[src/rtl/lcd_pkg.sv]
// rtl/lcd_pkg.sv - shared types and constants for the LCD bitmap stream stages
package lcd_pkg;

    localparam int FETCH_FIFO_DEPTH = 2;
    localparam int LCD_DATA_WIDTH   = 1;

    typedef enum logic [1:0] {
        ST_IDLE,
        ST_RUN,
        ST_DRAIN
    } fetch_state_t;

    typedef struct packed {
        logic [LCD_DATA_WIDTH-1:0] data;
        logic                      eol;
        logic                      last;
    } fetch_entry_t;

endpackage

[src/rtl/lcd_fetch_fifo.sv]
// rtl/lcd_fetch_fifo.sv - 2-entry show-ahead FIFO of pixel entries with occupancy count
module lcd_fetch_fifo
    import lcd_pkg::*;
(
    input  logic         clk,
    input  logic         rst_n,
    input  logic         push,
    input  fetch_entry_t push_entry,
    input  logic         pop,
    output fetch_entry_t head,
    output logic [1:0]   count
);

    fetch_entry_t mem [FETCH_FIFO_DEPTH];
    logic         wr_ptr;
    logic         rd_ptr;
    logic         full;
    logic         do_push;
    logic         do_pop;

    assign full    = count == 2'(FETCH_FIFO_DEPTH);
    assign do_pop  = pop && (count != 2'd0);
    // A push into a full FIFO is legal when the head leaves on the same edge.
    assign do_push = push && (!full || do_pop);
    assign head    = (count != 2'd0) ? mem[rd_ptr] : '0;

    always_ff @(posedge clk) begin
        if (do_push) begin
            mem[wr_ptr] <= push_entry;
        end
    end

    always_ff @(posedge clk or negedge rst_n) begin
        if (!rst_n) begin
            wr_ptr <= 1'b0;
            rd_ptr <= 1'b0;
            count  <= 2'd0;
        end else begin
            if (do_push) begin
                wr_ptr <= ~wr_ptr;
            end
            if (do_pop) begin
                rd_ptr <= ~rd_ptr;
            end
            count <= count + 2'(do_push) - 2'(do_pop);
        end
    end

endmodule

[src/rtl/lcd_bitmap_fetch.sv]
// rtl/lcd_bitmap_fetch.sv - walks a bitmap window in a 1-cycle ROM and streams its pixels
module lcd_bitmap_fetch
    import lcd_pkg::*;
#(
    parameter int ADDR_WIDTH = 17,
    parameter int DATA_WIDTH = LCD_DATA_WIDTH,
    parameter int DIM_WIDTH  = 9
) (
    input  logic                  clk,
    input  logic                  rst_n,
    input  logic                  start,
    input  logic [ADDR_WIDTH-1:0] base,
    input  logic [ADDR_WIDTH-1:0] stride,
    input  logic [DIM_WIDTH-1:0]  width,
    input  logic [DIM_WIDTH-1:0]  height,
    output logic [ADDR_WIDTH-1:0] rom_addr,
    input  logic [DATA_WIDTH-1:0] rom_data,
    output logic                  pix_valid,
    input  logic                  pix_ready,
    output logic [DATA_WIDTH-1:0] pix_data,
    output logic                  pix_eol,
    output logic                  pix_last,
    output logic                  busy,
    output logic                  done
);

    fetch_state_t          state;
    logic [ADDR_WIDTH-1:0] row_base, stride_q;
    logic [DIM_WIDTH-1:0]  col, row, width_q, height_q;
    logic                  a_valid, a_eol, a_last;
    logic                  b_valid, b_eol, b_last;
    logic [1:0]            fifo_count;
    fetch_entry_t          head;
    logic                  idle, zero_size, pop, b_push, credit_ok, issue;
    logic                  col_end, row_end;
    logic [ADDR_WIDTH-1:0] cur_base, cur_stride;
    logic [DIM_WIDTH-1:0]  cur_col, cur_row, cur_w, cur_h;

    assign idle      = state == ST_IDLE;
    assign zero_size = (width == '0) || (height == '0);
    assign pop       = pix_valid && pix_ready;
    assign b_push    = b_valid && ((fifo_count < 2'(FETCH_FIFO_DEPTH)) || pop);
    assign credit_ok = ({1'b0, fifo_count} + {2'b0, b_valid}) < (3'(FETCH_FIFO_DEPTH) + {2'b0, pop});
    assign issue     = idle ? (start && !zero_size) : ((state == ST_RUN) && credit_ok);

    // The first read goes out on the start edge, straight from the request inputs.
    assign cur_base   = idle ? base   : row_base;
    assign cur_stride = idle ? stride : stride_q;
    assign cur_col    = idle ? '0     : col;
    assign cur_row    = idle ? '0     : row;
    assign cur_w      = idle ? width  : width_q;
    assign cur_h      = idle ? height : height_q;
    assign col_end    = cur_col == (cur_w - DIM_WIDTH'(1));
    assign row_end    = cur_row == (cur_h - DIM_WIDTH'(1));

    lcd_fetch_fifo u_fifo (
        .clk        (clk),
        .rst_n      (rst_n),
        .push       (b_push),
        .push_entry ('{data: rom_data, eol: b_eol, last: b_last}),
        .pop        (pop),
        .head       (head),
        .count      (fifo_count)
    );

    assign pix_valid = fifo_count != 2'd0;
    assign pix_data  = head.data;
    assign pix_eol   = head.eol;
    assign pix_last  = head.last;

    always_ff @(posedge clk or negedge rst_n) begin
        if (!rst_n) begin
            state    <= ST_IDLE;
            rom_addr <= '0;
            row_base <= '0;
            stride_q <= '0;
            col      <= '0;
            row      <= '0;
            width_q  <= '0;
            height_q <= '0;
            a_valid  <= 1'b0;
            a_eol    <= 1'b0;
            a_last   <= 1'b0;
            b_valid  <= 1'b0;
            b_eol    <= 1'b0;
            b_last   <= 1'b0;
            busy     <= 1'b0;
            done     <= 1'b0;
        end else begin
            done    <= 1'b0;
            a_valid <= issue;
            // A blocked read parks in the ROM output: no new issue happens while it waits,
            // so the unchanged rom_addr keeps re-reading the same word.
            if (!(b_valid && !b_push)) begin
                b_valid <= a_valid;
                b_eol   <= a_eol;
                b_last  <= a_last;
            end
            case (state)
                ST_IDLE: begin
                    if (start) begin
                        width_q  <= width;
                        height_q <= height;
                        stride_q <= stride;
                        busy     <= 1'b1;
                        state    <= zero_size ? ST_DRAIN : ST_RUN;
                    end
                end
                ST_DRAIN: begin
                    if (!a_valid && !b_valid &&
                        ((fifo_count == 2'd0) || ((fifo_count == 2'd1) && pop))) begin
                        done  <= 1'b1;
                        busy  <= 1'b0;
                        state <= ST_IDLE;
                    end
                end
                default: ;
            endcase
            if (issue) begin
                rom_addr <= cur_base + ADDR_WIDTH'(cur_col);
                a_eol    <= col_end;
                a_last   <= col_end && row_end;
                if (col_end) begin
                    col      <= '0;
                    row      <= cur_row + DIM_WIDTH'(1);
                    row_base <= cur_base + cur_stride;
                    if (row_end) begin
                        state <= ST_DRAIN;
                    end
                end else begin
                    col      <= cur_col + DIM_WIDTH'(1);
                    row      <= cur_row;
                    row_base <= cur_base;
                end
            end
        end
    end

endmodule
[config.mk]
export PLATFORM = sky130hd
export DESIGN_NAME = lcd_bitmap_fetch
export DESIGN_NICKNAME = d
export VERILOG_FILES = /design/src/rtl/lcd_pkg.sv /design/src/rtl/lcd_fetch_fifo.sv /design/src/rtl/lcd_bitmap_fetch.sv
export SDC_FILE = /design/constraint.sdc
export NUM_CORES = 1
export LEC_CHECK = 0
export CORE_ASPECT_RATIO = 0.75
export CORE_MARGIN = 5
export CORE_UTILIZATION = 58
export CTS_CLUSTER_DIAMETER = 40
export DETAILED_ROUTE_END_ITERATION = 7
export GPL_TIMING_DRIVEN = 0
export PLACE_DENSITY = 0.82
export SYNTH_ARGS = -nofsm -noshare
export SYNTH_HDL_FRONTEND = slang
export SYNTH_HIERARCHICAL = 1
export SYNTH_SLANG_ARGS = --single-unit
[constraint.sdc]
create_clock -name clk -period 4.75 [get_ports clk]
set_clock_uncertainty 0.05 [all_clocks]
set_input_delay 0.475 -clock clk [delete_from_list [all_inputs] [get_ports clk]]
set_output_delay 0.475 -clock clk [all_outputs]
set_load 0.02 [all_outputs]
# Word level (Yosys, flattened, before mapping)
# Memory sizes are Yosys's and may differ from the RTL's.
# Cells that the tools add are included.
# word_totals
register_bits	101
mem_bits_rw	6
inputBits	57
output_inout_bits	23
word_cells	95
mem_count	1
# classes
add_sub_neg	10
magnitude_cmp	2
eq_ne	8
n_mux	25
n_bitwise	2
reduce_logical	28
# mem_list
memory	words	width	read_ports	rd_ports_with_merged_regs	wr	line_no	text
u_fifo.mem	2	3	1	0	1	lcd_fetch_fifo.sv:14	fetch_entry_t mem [FETCH_FIFO_DEPTH];
# op_table
op	count
9-bit two-way mux	6
17-bit two-way mux	3
9-bit by 1-bit adder with 9-bit output, second input constant	2
9-bit == test	2
9-bit logical NOT	2
9-bit by 1-bit subtractor with 9-bit output, second input constant	2
17-bit adder	1
17-bit by 9-bit adder with 17-bit output	1
2-bit two-way mux	6
1-bit logical AND	11
1-bit two-way mux	7
1-bit logical NOT	5
2-bit by 1-bit == test with 1-bit output, second input constant	2
2-bit == test, second input constant	2
2-bit logical NOT	2
1-bit logical OR	4
2-bit inequality test, second input constant	2
2-bit one-hot mux with 2 select lines	1
2-bit nonzero test	2
2-bit by 1-bit adder with 3-bit output	1
2-bit by 1-bit adder with 3-bit output, first input constant	1
3-bit less-than comparator	1
3-bit two-way mux	1
3-bit AND reduction	1
6 further kinds	7

# Longest topological paths before layout
# logic_depth
depth_word	10
ltp_mapped	18
mapped_depth_nobuf	12

# Hierarchy
# Netlist, hierarchy kept.
# by_module_without_submodules
module	instances	cells_per_inst	area_per_inst_um2	seq_area_each_um2
lcd_bitmap_fetch	1	890	6996.7	2427.3
lcd_fetch_fifo	1	34	462.9	280.3

# Least setup slack after synthesis
# OpenSTA, ideal clock, no wires.
# synth_timing
path_type	register to register
start	register state[1]
end	register row_base[14]
setup_ns	0.140
arrival_time_ns	3.975
required_ns	4.560
slack_ns	0.585
path_stages_with_launch	19
n_path_buf	6
period_less_slack_ns	4.165
cell_sequence	dfrtp_1 buf_2 or2_1 buf_2 buf_2 clkbuf_1 clkbuf_1 clkbuf_1 nand2_1 nand2_1 ha_1 fa_1 a211oi_1 o21a_1 nor3_1 o41ai_1 mux2i_1 a2111oi_0 a211oi_1
# synth_via
elab_chain_cells	5
word_cells_on_any_way	12
classes_between	add/sub: 2; eq/ne: 2; mux: 6; reduce/logical: 2
# synth_rtl
item	line_no	text
start: declaration	lcd_bitmap_fetch.sv:27	fetch_state_t state;
start signal: assignment	lcd_bitmap_fetch.sv:106	state <= zero_size ? ST_DRAIN : ST_RUN;
2-bit logical NOT	lcd_bitmap_fetch.sv:39	assign idle = state == ST_IDLE;
9-bit two-way mux	lcd_bitmap_fetch.sv:51	assign cur_w = idle ? width : width_q;
9-bit by 1-bit subtractor with 9-bit output	lcd_bitmap_fetch.sv:53	assign col_end = cur_col == (cur_w - DIM_WIDTH'(1));
9-bit == test	lcd_bitmap_fetch.sv:53	
17-bit two-way mux	lcd_bitmap_fetch.sv:123	if (col_end) begin
end signal: assignment	lcd_bitmap_fetch.sv:126	row_base <= cur_base + cur_stride;
end signal: assignment	lcd_bitmap_fetch.sv:133	row_base <= cur_base;
end: declaration	lcd_bitmap_fetch.sv:28	logic [ADDR_WIDTH-1:0] row_base, stride_q;
# Several ways; a longest one is shown, not always the timed one.
# A chain may end at the register's enable or synchronous reset.

# Final worst setup path
# Ends and elaborated chain as after synthesis.

==> qor.csv <==
stage;metric;value;unit
status;status;completed;
sta;period_needed;4.43;ns
worst_setup_path;cp.required;4.92;ns
clock_network;cts_hold_buf;0;
sta;rsz0062_at_grt;no;
floorplanning;start_util;0.600;
place;placed_cell_area;8480;um^2
sta;fmax;226;MHz
route;vias_per_cell;6.21;
clock_network;path_clk_slew;0.08;ns
synth;yosys-top-cells-count;257 x nand2_1, 101 x dfrtp_1, 61 x nor2_1;
sta;post-route-period-util;0.933;
sta;slew_viol_final;0;
finish;diodes;0;
worst_setup_path;r2r_setup_slack;0.32;ns
synth;synth-seq-cells;107;
synth;syn_nets;1016;
worst_setup_path;slowest_delay;0.45;ns
global_route;grtUsageMet3;0.0800;
worst_setup_path;setup.worst_path.end_class;flop;
synth;synth_edf_count;6;
floorplanning;dieArea;15300;um^2
finish;drive_gt1_frac;0.0610;
synth;synthArstFlopShare;0.944;
finish;utilization;0.710;
pwr;p_leak;3.96;nW
clock_network;cts_tree;yes;
synth;yosysTopAreaCell;dfrtp_1;
clock_network;cts_max_path_buffers;2;
finish;n_fill_cell;1011;
place;gp_congestion;1.01;
synth;synth.most_common_cell;nand2_1;
pwr;ir_worst_vdd;0.393;mV
sta;worstMarginPinSlew;0.724;ns
synth;syn_area;7460;um^2
clock_network;clock-root-buffer;clkbuf_16;
global_route;use_met2;0.444;
sta;setup_violations;0;
worst_setup_path;crit_path_max_fanout;28;
worst_setup_path;cp-start-kind;flop;
route;drt_wl_total;22400;um
synth;synth_seq_area_share;0.363;
global_route;track_usage;0.299;
route;drtIter0Drc;964;
global_route;grt_pass1_vias;6834;
sta;tns;0;ns
sta;hold_viol_final;0;
clock_network;clk_latency;0.37;ns
hold_path;hold_class;in2async;
worst_setup_path;path_cells;buf_2, or2_1, buf_2, clkbuf_4, clkbuf_2, nand2_1, nand2_1, ha_1, fa_1, a211oi_2, o21a_1, nor3_2, o41ai_2, mux2i_1, a2111oi_2, a211oi_1;
route;drt_first_pass_iters;8;
route;ant_nets;0;
route;wl_per_cell;18.9;um
pwr;power_density;688;nW/um^2
route;num_vias;7348;
floorplanning;die_w;141;um
clock_network;post_cts_buffers;0;
synth;avgSynthCellArea;8.07;um^2
worst_setup_path;reg2reg_to;row_base[14]$_DFFE_PN0N_;
floorplanning;die-height;108;um
synth;yosysTopAreaCellShare;0.339;
global_route;grt_pass1_wl;36100;um
route;drc;0;
clock_network;htree_levels;3;
worst_setup_path;arrival;4.61;ns
sta;slew-limit-headroom;0.518;
flow_run;max-cap-violations;0;
synth;netlist_top_cells_area;dfrtp_1 34%, nand2_1 13%, ha_1 5.5%;
floorplanning;ios;80;
place;port_buffers;79;
worst_setup_path;r2r-start;state[1]$_DFF_PN0_;
synth;synth.distinct_cells;77;
finish;nets;1104;
global_route;grt_most_used_layer;met2;
global_route;use_met1;0.431;
synth;synthFlopType;dfrtp_1;
synth;synthCells;924;
clock_network;numCtsBuffers;9;
worst_setup_path;critPathSlowestCell;fa_1;
sta;whs;0.107;ns
finish;syn_to_final_growth;18.5;%
worst_setup_path;path_class;reg2reg;
place;hpwl;16700;um
clock_network;cts_sinks;107;
worst_setup_path;rr_worst_depth;16;
floorplanning;core.rowCount;35;
global_route;antenna_found_initial;0;
finish;design_area;8840;um^2
global_route;grt-ovfl-total;0;
global_route;grt_max_degree;54;
synth;ys_warn_count;6;
floorplanning;core_region_area;12400;um^2
==> worst max-delay path by stage <==
stage                                  start                  endpoint
after floorplan           state[1]$_DFF_PN0_  row_base[14]$_DFFE_PN0N_
after global placement    state[0]$_DFF_PN0_  row_base[14]$_DFFE_PN0N_
after detailed placement  state[0]$_DFF_PN0_  row_base[14]$_DFFE_PN0N_
after CTS                 state[0]$_DFF_PN0_        row[3]$_DFFE_PN0N_
after global routing      state[1]$_DFF_PN0_  row_base[13]$_DFFE_PN0N_
final                     state[1]$_DFF_PN0_  row_base[14]$_DFFE_PN0N_
==> metal layers <==
layer  up-vias  routed length, um
li1       3417                  -
met1      3453               9730
met2       429               9480
met3        49               2680
met4         0                487
met5         -                  0
==> sequential cells by signal (all words and copies together), names as in the netlist, 2 cells and up <==
name / count
rom_addr: 17
row_base: 17
u_fifo/count: 2
state: 2
row: 9
u_fifo/mem: 6
width_q: 9
col: 9
stride_q: 17
height_q: 9
==> logic make-up after synthesis <==
| kind of cell | synth area share |
|---|---|
| and+or+nand+nor | 0.274 |
| AOI/OAI and AO/OA | 0.170 |
| DFF | 0.363 |
| buffers and inverters | 0.0382 |
| xor gates and xnor gates | 0.0646 |
| adders and majority gates | 0.0607 |
| muxes | 0.0294 |
==> cells in the final DEF, fill, tap and decap left out, types with 8 or more instances in the layout <==
cell type	n
a31oi_1	8
ha_1	33
nand2_1	257
and3_1	10
buf_2	9
clkbuf_1	26
a21o_1	10
dfrtp_1	101
and2_1	13
clkdlybuf4s50_1	78
xnor2_1	42
or3_1	8
nand4_1	10
xor2_1	13
a211oi_1	15
o21ai_0	41
nor2_1	61
clkbuf_16	9
nor4_1	11
mux2i_1	16
nand3_1	19
a21oi_1	38
o21a_1	9
o31ai_1	13
nor3_1	25
inv_1	21
==> per-stage QoR <==
stage                     setup WS, ns  cells  power, mW
after detailed placement         -1.01   1170       5.10
after floorplan                  0.585    924       4.02
final                            0.317   1183       6.08
after CTS                       0.0149   1185       5.94
after global placement          -0.978   1169       5.00
after global routing            0.0715   1183       6.49
==> power by group <==
part	internal, mW	leakage (nW)	total, mW	switching (mW)
sequential	1.26	1.27	1.53	0.270
clock	0.420	0.152	0.801	0.381
combinational	1.41	2.54	3.75	2.33
==> layout make-up <==
cell class	instances	area, um^2	area share
Multi-Input combinational cell	747	4500	0.510
Clock inverter	7	87.6	0.00991
Tap cell	166	208	0.0235
Timing Repair Buffer	80	816	0.0923
Buffer	45	206	0.0234
Clock buffer	9	225	0.0255
Sequential cell	107	2710	0.306
Inverter	22	82.6	0.00935
==> critical path: cells and delay by family, from the launching register on <==
family                   cells  cell delay [ns]
multiplexers                 1             0.16
AND/OR/NAND/NOR              4             0.53
buffers and inverters        4             1.01
adder cells (fa/ha/maj)      2             0.65
AO/OA/AOI/OAI                5             1.52
flip-flops                   1             0.37
==> repair_timing <==
action,in CTS,in global routing
resized for setup,11,7
setup endpoints to repair,48,33
endpoints found under the hold margin,0,0
(Power assumes the default switching activity.)
